===== config.mk =====
export PLATFORM = sky130hd
export DESIGN_NAME = hpi_access_ctrl
export DESIGN_NICKNAME = d
export VERILOG_FILES = /design/src/rtl/hpi_pkg.sv /design/src/rtl/hpi_sync2.sv /design/src/rtl/hpi_access_ctrl.sv
export SDC_FILE = /design/constraint.sdc
export NUM_CORES = 1
export LEC_CHECK = 0
export BUFFER_PORTS_ARGS = -buffer_cell sky130_fd_sc_hd__clkbuf_2
export CAP_MARGIN = 20
export CORE_ASPECT_RATIO = 0.5
export CORE_UTILIZATION = 35
export DETAILED_ROUTE_END_ITERATION = 10
export PLACE_DENSITY = 0.61
export SLEW_MARGIN = 20
export SYNTH_ARGS = -nofsm -noshare
export SYNTH_HDL_FRONTEND = slang
export SYNTH_SLANG_ARGS = --single-unit

===== constraint.sdc =====
create_clock -name clk -period 1.7 [get_ports clk]
set_input_delay 0.255 -clock clk [delete_from_list [all_inputs] [get_ports clk]]
set_output_delay 0.255 -clock clk [all_outputs]
set_load 0.01 [all_outputs]

===== src/rtl/hpi_pkg.sv =====
// hpi_pkg: shared definitions for the HPI access controller.
//   state_t      - access sequencer states
//   HPI_*        - HPI register select encodings driven on otg_addr
//   cnt_width()  - bits needed for a phase down-counter
package hpi_pkg;

    typedef enum logic [2:0] {
        IDLE,
        SETUP,
        STROBE,
        HOLD,
        RECOVER
    } state_t;

    localparam logic [1:0] HPI_DATA    = 2'd0;
    localparam logic [1:0] HPI_MAILBOX = 2'd1;
    localparam logic [1:0] HPI_ADDRESS = 2'd2;
    localparam logic [1:0] HPI_STATUS  = 2'd3;

    // A phase of length n loads n-1, which needs clog2(n) bits; keep at least one.
    function automatic int unsigned cnt_width(input int unsigned max_len);
        int unsigned w;
        w = $clog2(max_len);
        return (w < 1) ? 1 : w;
    endfunction

endpackage


===== src/rtl/hpi_sync2.sv =====
// hpi_sync2: two-flop synchronizer for an asynchronous level input.
//   clk   - destination clock
//   reset - asynchronous active-high reset, clears both flops
//   d     - asynchronous input
//   q     - synchronized level, two cycles behind d
module hpi_sync2 (
    input  logic clk,
    input  logic reset,
    input  logic d,
    output logic q
);

    logic meta;

    always_ff @(posedge clk or posedge reset) begin
        if (reset) begin
            meta <= 1'b0;
            q    <= 1'b0;
        end else begin
            meta <= d;
            q    <= meta;
        end
    end

endmodule


===== src/rtl/hpi_access_ctrl.sv =====
// hpi_access_ctrl: sequences single read/write accesses onto an HPI bus
// through SETUP, STROBE, HOLD and RECOVER phases of parameterised length.
//   clk, reset          - clock, asynchronous active-high reset
//   req_*               - request channel (req_ready high only while idle)
//   resp_valid/rdata    - completion pulse and last read data
//   otg_*               - HPI pins (address, active-low strobes, data, oe)
//   otg_int / irq       - HPI interrupt in, processor interrupt out
// Build option: define HPI_INT_SYNC_EN to route otg_int through a two-flop
// synchronizer; otherwise irq follows otg_int combinationally.
module hpi_access_ctrl
    import hpi_pkg::*;
#(
    parameter int SETUP_CYC    = 1,
    parameter int STROBE_CYC   = 2,
    parameter int HOLD_CYC     = 1,
    parameter int RECOVERY_CYC = 2
) (
    input  logic        clk,
    input  logic        reset,
    input  logic        req_valid,
    output logic        req_ready,
    input  logic        req_write,
    input  logic [1:0]  req_addr,
    input  logic [15:0] req_wdata,
    output logic        resp_valid,
    output logic [15:0] resp_rdata,
    output logic [1:0]  otg_addr,
    output logic        otg_cs_n,
    output logic        otg_rd_n,
    output logic        otg_wr_n,
    output logic [15:0] otg_data_out,
    output logic        otg_data_oe,
    input  logic [15:0] otg_data_in,
    input  logic        otg_int,
    output logic        irq
);

    if (SETUP_CYC < 1 || STROBE_CYC < 1 || HOLD_CYC < 1 || RECOVERY_CYC < 1) begin : g_bad_param
        $error("hpi_access_ctrl: every phase length parameter must be at least 1");
    end

    localparam int unsigned MAX_A   = (SETUP_CYC > STROBE_CYC) ? SETUP_CYC : STROBE_CYC;
    localparam int unsigned MAX_B   = (HOLD_CYC > RECOVERY_CYC) ? HOLD_CYC : RECOVERY_CYC;
    localparam int unsigned MAX_LEN = (MAX_A > MAX_B) ? MAX_A : MAX_B;
    localparam int unsigned CNT_W   = cnt_width(MAX_LEN);

    // Counters hold "cycles remaining minus one"; a phase ends when it reads zero.
    localparam logic [CNT_W-1:0] LD_SETUP   = CNT_W'(SETUP_CYC - 1);
    localparam logic [CNT_W-1:0] LD_STROBE  = CNT_W'(STROBE_CYC - 1);
    localparam logic [CNT_W-1:0] LD_HOLD    = CNT_W'(HOLD_CYC - 1);
    localparam logic [CNT_W-1:0] LD_RECOVER = CNT_W'(RECOVERY_CYC - 1);

    state_t           state;
    logic [CNT_W-1:0] cnt;
    logic             wr_q;

    // All pin outputs are registered and updated on the phase transition
    // so they change in the same cycle the new state becomes visible.
    always_ff @(posedge clk or posedge reset) begin
        if (reset) begin
            state        <= IDLE;
            cnt          <= '0;
            wr_q         <= 1'b0;
            req_ready    <= 1'b1;
            resp_valid   <= 1'b0;
            resp_rdata   <= '0;
            otg_addr     <= '0;
            otg_cs_n     <= 1'b1;
            otg_rd_n     <= 1'b1;
            otg_wr_n     <= 1'b1;
            otg_data_out <= '0;
            otg_data_oe  <= 1'b0;
        end else begin
            resp_valid <= 1'b0;
            case (state)
                IDLE: begin
                    if (req_valid) begin
                        wr_q         <= req_write;
                        otg_addr     <= req_addr;
                        otg_data_out <= req_wdata;
                        otg_data_oe  <= req_write;
                        otg_cs_n     <= 1'b0;
                        req_ready    <= 1'b0;
                        cnt          <= LD_SETUP;
                        state        <= SETUP;
                    end
                end
                SETUP: begin
                    if (cnt == '0) begin
                        otg_rd_n <= wr_q;
                        otg_wr_n <= ~wr_q;
                        cnt      <= LD_STROBE;
                        state    <= STROBE;
                    end else begin
                        cnt <= cnt - CNT_W'(1);
                    end
                end
                STROBE: begin
                    if (cnt == '0) begin
                        otg_rd_n   <= 1'b1;
                        otg_wr_n   <= 1'b1;
                        resp_valid <= 1'b1;
                        if (!wr_q) begin
                            resp_rdata <= otg_data_in;
                        end
                        cnt   <= LD_HOLD;
                        state <= HOLD;
                    end else begin
                        cnt <= cnt - CNT_W'(1);
                    end
                end
                HOLD: begin
                    if (cnt == '0) begin
                        otg_cs_n    <= 1'b1;
                        otg_data_oe <= 1'b0;
                        cnt         <= LD_RECOVER;
                        state       <= RECOVER;
                    end else begin
                        cnt <= cnt - CNT_W'(1);
                    end
                end
                RECOVER: begin
                    if (cnt == '0) begin
                        req_ready <= 1'b1;
                        state     <= IDLE;
                    end else begin
                        cnt <= cnt - CNT_W'(1);
                    end
                end
                default: begin
                    otg_cs_n    <= 1'b1;
                    otg_rd_n    <= 1'b1;
                    otg_wr_n    <= 1'b1;
                    otg_data_oe <= 1'b0;
                    req_ready   <= 1'b1;
                    cnt         <= '0;
                    state       <= IDLE;
                end
            endcase
        end
    end

`ifdef HPI_INT_SYNC_EN
    hpi_sync2 u_int_sync (
        .clk   (clk),
        .reset (reset),
        .d     (otg_int),
        .q     (irq)
    );
`else
    assign irq = otg_int;
`endif

endmodule


# Word-level counts from Yosys, hierarchy flattened
# Index checks and enable logic that the tools add are counted.
dict set report classes {
  bitwise_logic 5
  n_eq_ne 9
  n_mux 22
  n_addsub 1
  reduce_logical 12
}
# operator count
set op_table {}
lappend op_table {{1-bit case mux with 3 select lines} 6}
lappend op_table {{3-bit 2-to-1 mux} 5}
lappend op_table {{3-bit case mux with 5 select lines} 1}
lappend op_table {{3-bit AND reduction} 4}
lappend op_table {{1-bit 2-to-1 mux} 10}
lappend op_table {{2-bit inequality test, second input constant} 5}
lappend op_table {{3-bit OR reduction} 3}
lappend op_table {{3-bit by 2-bit equality test with 1-bit output, second input constant} 2}
lappend op_table {{1-bit inverter} 5}
lappend op_table {{5-bit AND reduction} 1}
lappend op_table {{2-bit OR reduction} 2}
lappend op_table {{3-bit by 1-bit equality test with 1-bit output, second input constant} 1}
lappend op_table {{3-bit equality test, second input constant} 1}
lappend op_table {{3-bit logical NOT} 1}
lappend op_table {{2-bit AND reduction} 1}
lappend op_table {{1-bit subtractor, second input constant} 1}
dict set report totals {
  input_bits 39
  ff_bits 45
}

# Depth between registers and ports, before layout
dict set report depth {
  word_depth 4
  mapped_depth 6
  ltp_nobuf 3
}

# Worst setup path before layout
# OpenSTA, ideal clock, no wires.
dict set report synth_path {
  path_kind {reg2reg}
  start {register cnt}
  end {register resp_rdata[10]}
  arrival_time_ns 1.436
  synth_period_minus_slack_ns 1.561
  n_path_buf 3
  slack_ns 0.139
  stages_incl_launch_ff 7
  required_time_ns 1.575
  setup_time_ns 0.125
  path_cell_list {dfrtp_1 > buf_6 > nor4b_4 > and2_4 > buf_8 > buf_12 > mux2_4}
}
dict set report synth_between {
  elab_chain_len 2
}
# element line
set synth_rtl {}
lappend synth_rtl {{from (decl)} hpi_access_ctrl.sv:54} ;# logic [CNT_W-1:0] cnt;
lappend synth_rtl {{from (signal assigned)} hpi_access_ctrl.sv:95} ;# cnt <= cnt - CNT_W'(1);
lappend synth_rtl {{from (signal assigned)} hpi_access_ctrl.sv:109} ;# cnt <= cnt - CNT_W'(1);
lappend synth_rtl {{from (signal assigned)} hpi_access_ctrl.sv:119} ;# cnt <= cnt - CNT_W'(1);
lappend synth_rtl {{1-bit inverter (no source line)} -}
lappend synth_rtl {{3-bit AND reduction (no source line)} -}
lappend synth_rtl {{to (signal assigned)} hpi_access_ctrl.sv:104} ;# resp_rdata <= otg_data_in;
lappend synth_rtl {{to (decl)} hpi_access_ctrl.sv:26} ;# output logic [15:0] resp_rdata,
# No other way between the ends.
# A chain may end at the register's enable or synchronous reset.

# Final worst setup path
dict set report layout_path {
  start {register state[0]}
  end {register resp_rdata[1]}
}
dict set report layout_between {
  elab_chain_len 2
}
# element line
set layout_rtl {}
lappend layout_rtl {{from (decl)} hpi_access_ctrl.sv:53} ;# state_t state;
lappend layout_rtl {{from (signal assigned)} hpi_access_ctrl.sv:61} ;# state <= IDLE;
lappend layout_rtl {{from (signal assigned)} hpi_access_ctrl.sv:85} ;# state <= SETUP;
lappend layout_rtl {{from (signal assigned)} hpi_access_ctrl.sv:93} ;# state <= STROBE;
lappend layout_rtl {{3-bit by 2-bit equality test with 1-bit output} hpi_access_ctrl.sv:75} ;# case (state)
lappend layout_rtl {{3-bit AND reduction (no source line)} -}
# No other way between the ends.

==> flow_metrics.py <==
metrics = {
    "routing": {
        "via_per_inst": 4.50,
        "ant_nets": 0,
        "drtIter0Drc": 12,
        "wl_um": 3400,
        "firstDrtPassIters": 4,
        "dr_total_vias": 1246,
        "wl_per_cell_um": 12.3,
        "drc": 0,
    },
    "worst_setup_path": {
        "rr_worst_depth": 3,
        "end_kind": "flop",
        "slowest_stage": "dfrtp_1",
        "worstPathMaxFanout": 16,
        "path_class": "flop to flop",
        "required_ns": 1.88,
        "arrival_ns": 1.78,
        "cp_cell_sequence": "nor4b_4 > and2_4 > mux2_2",
        "worst-path-buf-inv": 0,
        "timing.rr.start": "state[0]$_DFFE_PP0P_",
        "slowest_delay_ns": 0.45,
        "cp-start-kind": "flop",
        "reg2reg_to": "resp_rdata[1]$_DFFE_PP0P_",
        "r2r_slack_ns": 0.10,
        "crit_family": "simple AND/OR/NAND/NOR gates",
    },
    "clock_network": {
        "cts-buffers-inserted": 5,
        "htree_num_levels": 2,
        "cts_tree": "yes",
        "clock_latency_ns": 0.29,
        "post-cts-setup-buffer-count": 0,
        "ctsHoldBuffers": 0,
        "cts-root-buf": "clkbuf_8",
        "cts.path.max_buffers": 2,
        "cts_resized": 0,
        "cts_sinks": 45,
        "clk_pin_slew_ns": 0.08,
    },
    "floorplanning": {
        "core_area_um2": 5040,
        "dieArea_um2": 5690,
        "ios": 80,
        "die_width_um": 106,
        "die_h_um": 53.8,
        "start_util_pct": 37.3,
        "rows": 18,
    },
    "yosys": {
        "synth_fa_ha_area_share_pct": 0,
        "synth_cells": 125,
        "synth-simple-area-share_pct": 5.39,
        "synth_top_family_by_area": "multiplexers",
        "ys_warn_count": 0,
        "syn_avg_cell_area_um2": 15.0,
        "muxShareOfSynthArea_pct": 22.4,
        "synth_area_leader_cell": "dfrtp_1",
        "synthXorXnorAreaFrac_pct": 0.466,
        "syn_area_um2": 1880,
        "ys_ff_latch": 45,
        "synth_top_cells_by_area": "dfrtp_1 55%, mux2_2 14%, mux2_4 8.0%, dfstp_2 5.6%, o32a_1 2.1%",
        "syn_nets": 164,
        "synth-compound-area-share_pct": 6.25,
        "synth_top_area_share_pct": 54.6,
        "yosysUniqueCellTypes": 31,
        "seq_area_frac_synth_pct": 60.1,
    },
    "placement": {
        "gp_congestion": 0.733,
        "port_buffers": 77,
        "dp_hpwl_um": 2520,
    },
    "worst_hold_path": {
        "hold_class": "input pin to async pin",
    },
    "power": {
        "p_int_mw": 3.11,
        "comb_power_share_pct": 45.1,
        "switching_share_pct": 34.1,
        "vdd_ir_drop_max_mv": 0.622,
        "pwr-share-clk_pct": 13.2,
        "p_sw_mw": 1.61,
        "power_mw": 4.72,
        "cellPowerDensity_nw_per_um2": 1950,
        "leakage_nw": 1.19,
        "p_seq_share_pct": 41.7,
    },
    "timing": {
        "final.period_utilization_pct": 94.1,
        "rsz0062_at_grt": "no",
        "period_needed_ns": 1.60,
        "fin_skew_ns": 0.00741,
        "setup_tns_ns": 0,
        "finalHoldViolations": 0,
        "worst_slew_pin_slew_ns": 0.550,
        "fmax_mhz": 625,
        "drv_slew": 0,
        "relSlewSlack_pct": 63.3,
        "setup_viol": 0,
    },
    "layout": {
        "syn2layout_area_growth_pct": 28.9,
        "drive_gt1_share_pct": 63.8,
        "antennaDiodeCount": 0,
        "layout.nets": 245,
    },
    "global_routing": {
        "grt_usage_pct": 12.6,
        "antenna_found_initial": 0,
        "grt_first_pass_wirelength_um": 5290,
        "grt_max_degree": 46,
        "first_global_vias": 1127,
        "grt-ovfl-total": 0,
    },
    "run_status": {
        "status": "completed",
    },
    "flow_run": {
        "cap_violations": 0,
    },
}
==> synthesized netlist by cell type <==
cell type,instances
and2_1,1
buf_8,1
xnor2_1,1
mux2_4,10
buf_1,1
buf_2,2
nor3b_1,1
buf_6,1
nand2b_1,1
buf_12,1
mux2_2,24
nand3_1,1
nor4b_4,1
inv_1,6
a211o_1,1
a32o_1,1
nor4b_2,1
buf_4,2
o41ai_1,1
o21a_1,1
nand2_1,2
nor2b_1,1
nor2_1,4
a21oi_1,5
o21ai_0,1
o32a_1,4
dfstp_2,4
clkbuf_1,1
dfrtp_1,41
and2_4,1
o22ai_1,2
==> cells by family (layout without fill, tap and decap cells) <==
| group | Yosys count | in the layout |
|---|---|---|
| xor gates and xnor gates | 1 | 1 |
| and+or+nand+nor | 14 | 14 |
| muxes | 34 | 34 |
| buffers and inverters | 15 | 97 |
| AOI/OAI and AO/OA | 16 | 16 |
| DFF | 45 | 45 |
==> layout make-up <==
type | count | area, um2
Clock buffer | 6 | 72.6
Clock inverter | 2 | 10.0
Fill cell | 503 | 2620
Inverter | 6 | 22.5
Multi-Input combinational cell | 65 | 657
Sequential cell | 45 | 1130
Tap cell | 70 | 87.6
Timing Repair Buffer | 83 | 443
==> flip-flops by register name (all words and copies together), names as in the netlist <==
| register | cells |
|---|---|
| otg_addr | 2 |
| wr_q | 1 |
| otg_data_oe | 1 |
| resp_rdata | 16 |
| resp_valid | 1 |
| otg_wr_n | 1 |
| otg_rd_n | 1 |
| otg_cs_n | 1 |
| state | 3 |
| req_ready | 1 |
| otg_data_out | 16 |
| cnt | 1 |
==> worst max-delay path by stage <==
stage	start	end	slack [ns]	depth (start not counted)
after floorplan	cnt$_DFFE_PP0P_	resp_rdata[10]$_DFFE_PP0P_	0.14	6
after global placement	state[0]$_DFFE_PP0P_	resp_rdata[1]$_DFFE_PP0P_	0.15	3
after CTS	state[0]$_DFFE_PP0P_	resp_rdata[1]$_DFFE_PP0P_	0.07	3
after global routing	state[0]$_DFFE_PP0P_	resp_rdata[1]$_DFFE_PP0P_	0.001	3
final	state[0]$_DFFE_PP0P_	resp_rdata[1]$_DFFE_PP0P_	0.10	3
after detailed placement	state[0]$_DFFE_PP0P_	resp_rdata[1]$_DFFE_PP0P_	0.08	3
==> cell usage in the layout, fill, tap and decap left out, drive strengths merged <==
cell type  instances
clkbuf            83
dfrtp             41
mux2              34
inv                6
buf                6
a21oi              5
o32a               4
nor2               4
dfstp              4
nor4b              2
o22ai              2
nand2              2
clkinv             2
and2               2
nand2b             1
nor2b              1
nand3              1
nor3b              1
a32o               1
a211o              1
o21a               1
o41ai              1
xnor2              1
o21ai              1
==> per-layer routing <==
metal | global-route usage [%] | wire length (um)
met1 | 15.9 | 1540
met2 | 20.5 | 1710
met3 | 4.72 | 125
met4 | 4.17 | 19
met5 | 0 | 0
==> worst reg2reg max path, delay by kind of cell (launching register included) <==
kind / cells / cell delay [ns]
mux: 1 / 0.38
simple gates: 2 / 0.66
flops: 1 / 0.45
==> power groups by stage <==
stage | combinational [mW] | sequential, mW | clock (mW)
after global routing | 2.32 | 2.05 | 0.707
after detailed placement | 2.18 | 1.99 | 0
after CTS | 2.18 | 1.97 | 0.649
after floorplan | 1.26 | 2.17 | 0
after global placement | 2.12 | 1.97 | 0
final | 2.13 | 1.97 | 0.623
==> stage by stage <==
stage               hold slack (ns)  cell area, um2  setup slack (ns)  cells  util, %
finish                       0.0746            2420             0.100    277     48.0
global route                  0.122            2420           0.00148    277     48.0
CTS                          0.0932            2420            0.0690    277     48.0
detailed placement            0.412            2340            0.0830    269     46.4
global placement              0.412            2340             0.155    269     46.4
floorplan                     0.378            1880             0.139    125        -
Note: power is estimated with default switching activity, not from simulation.
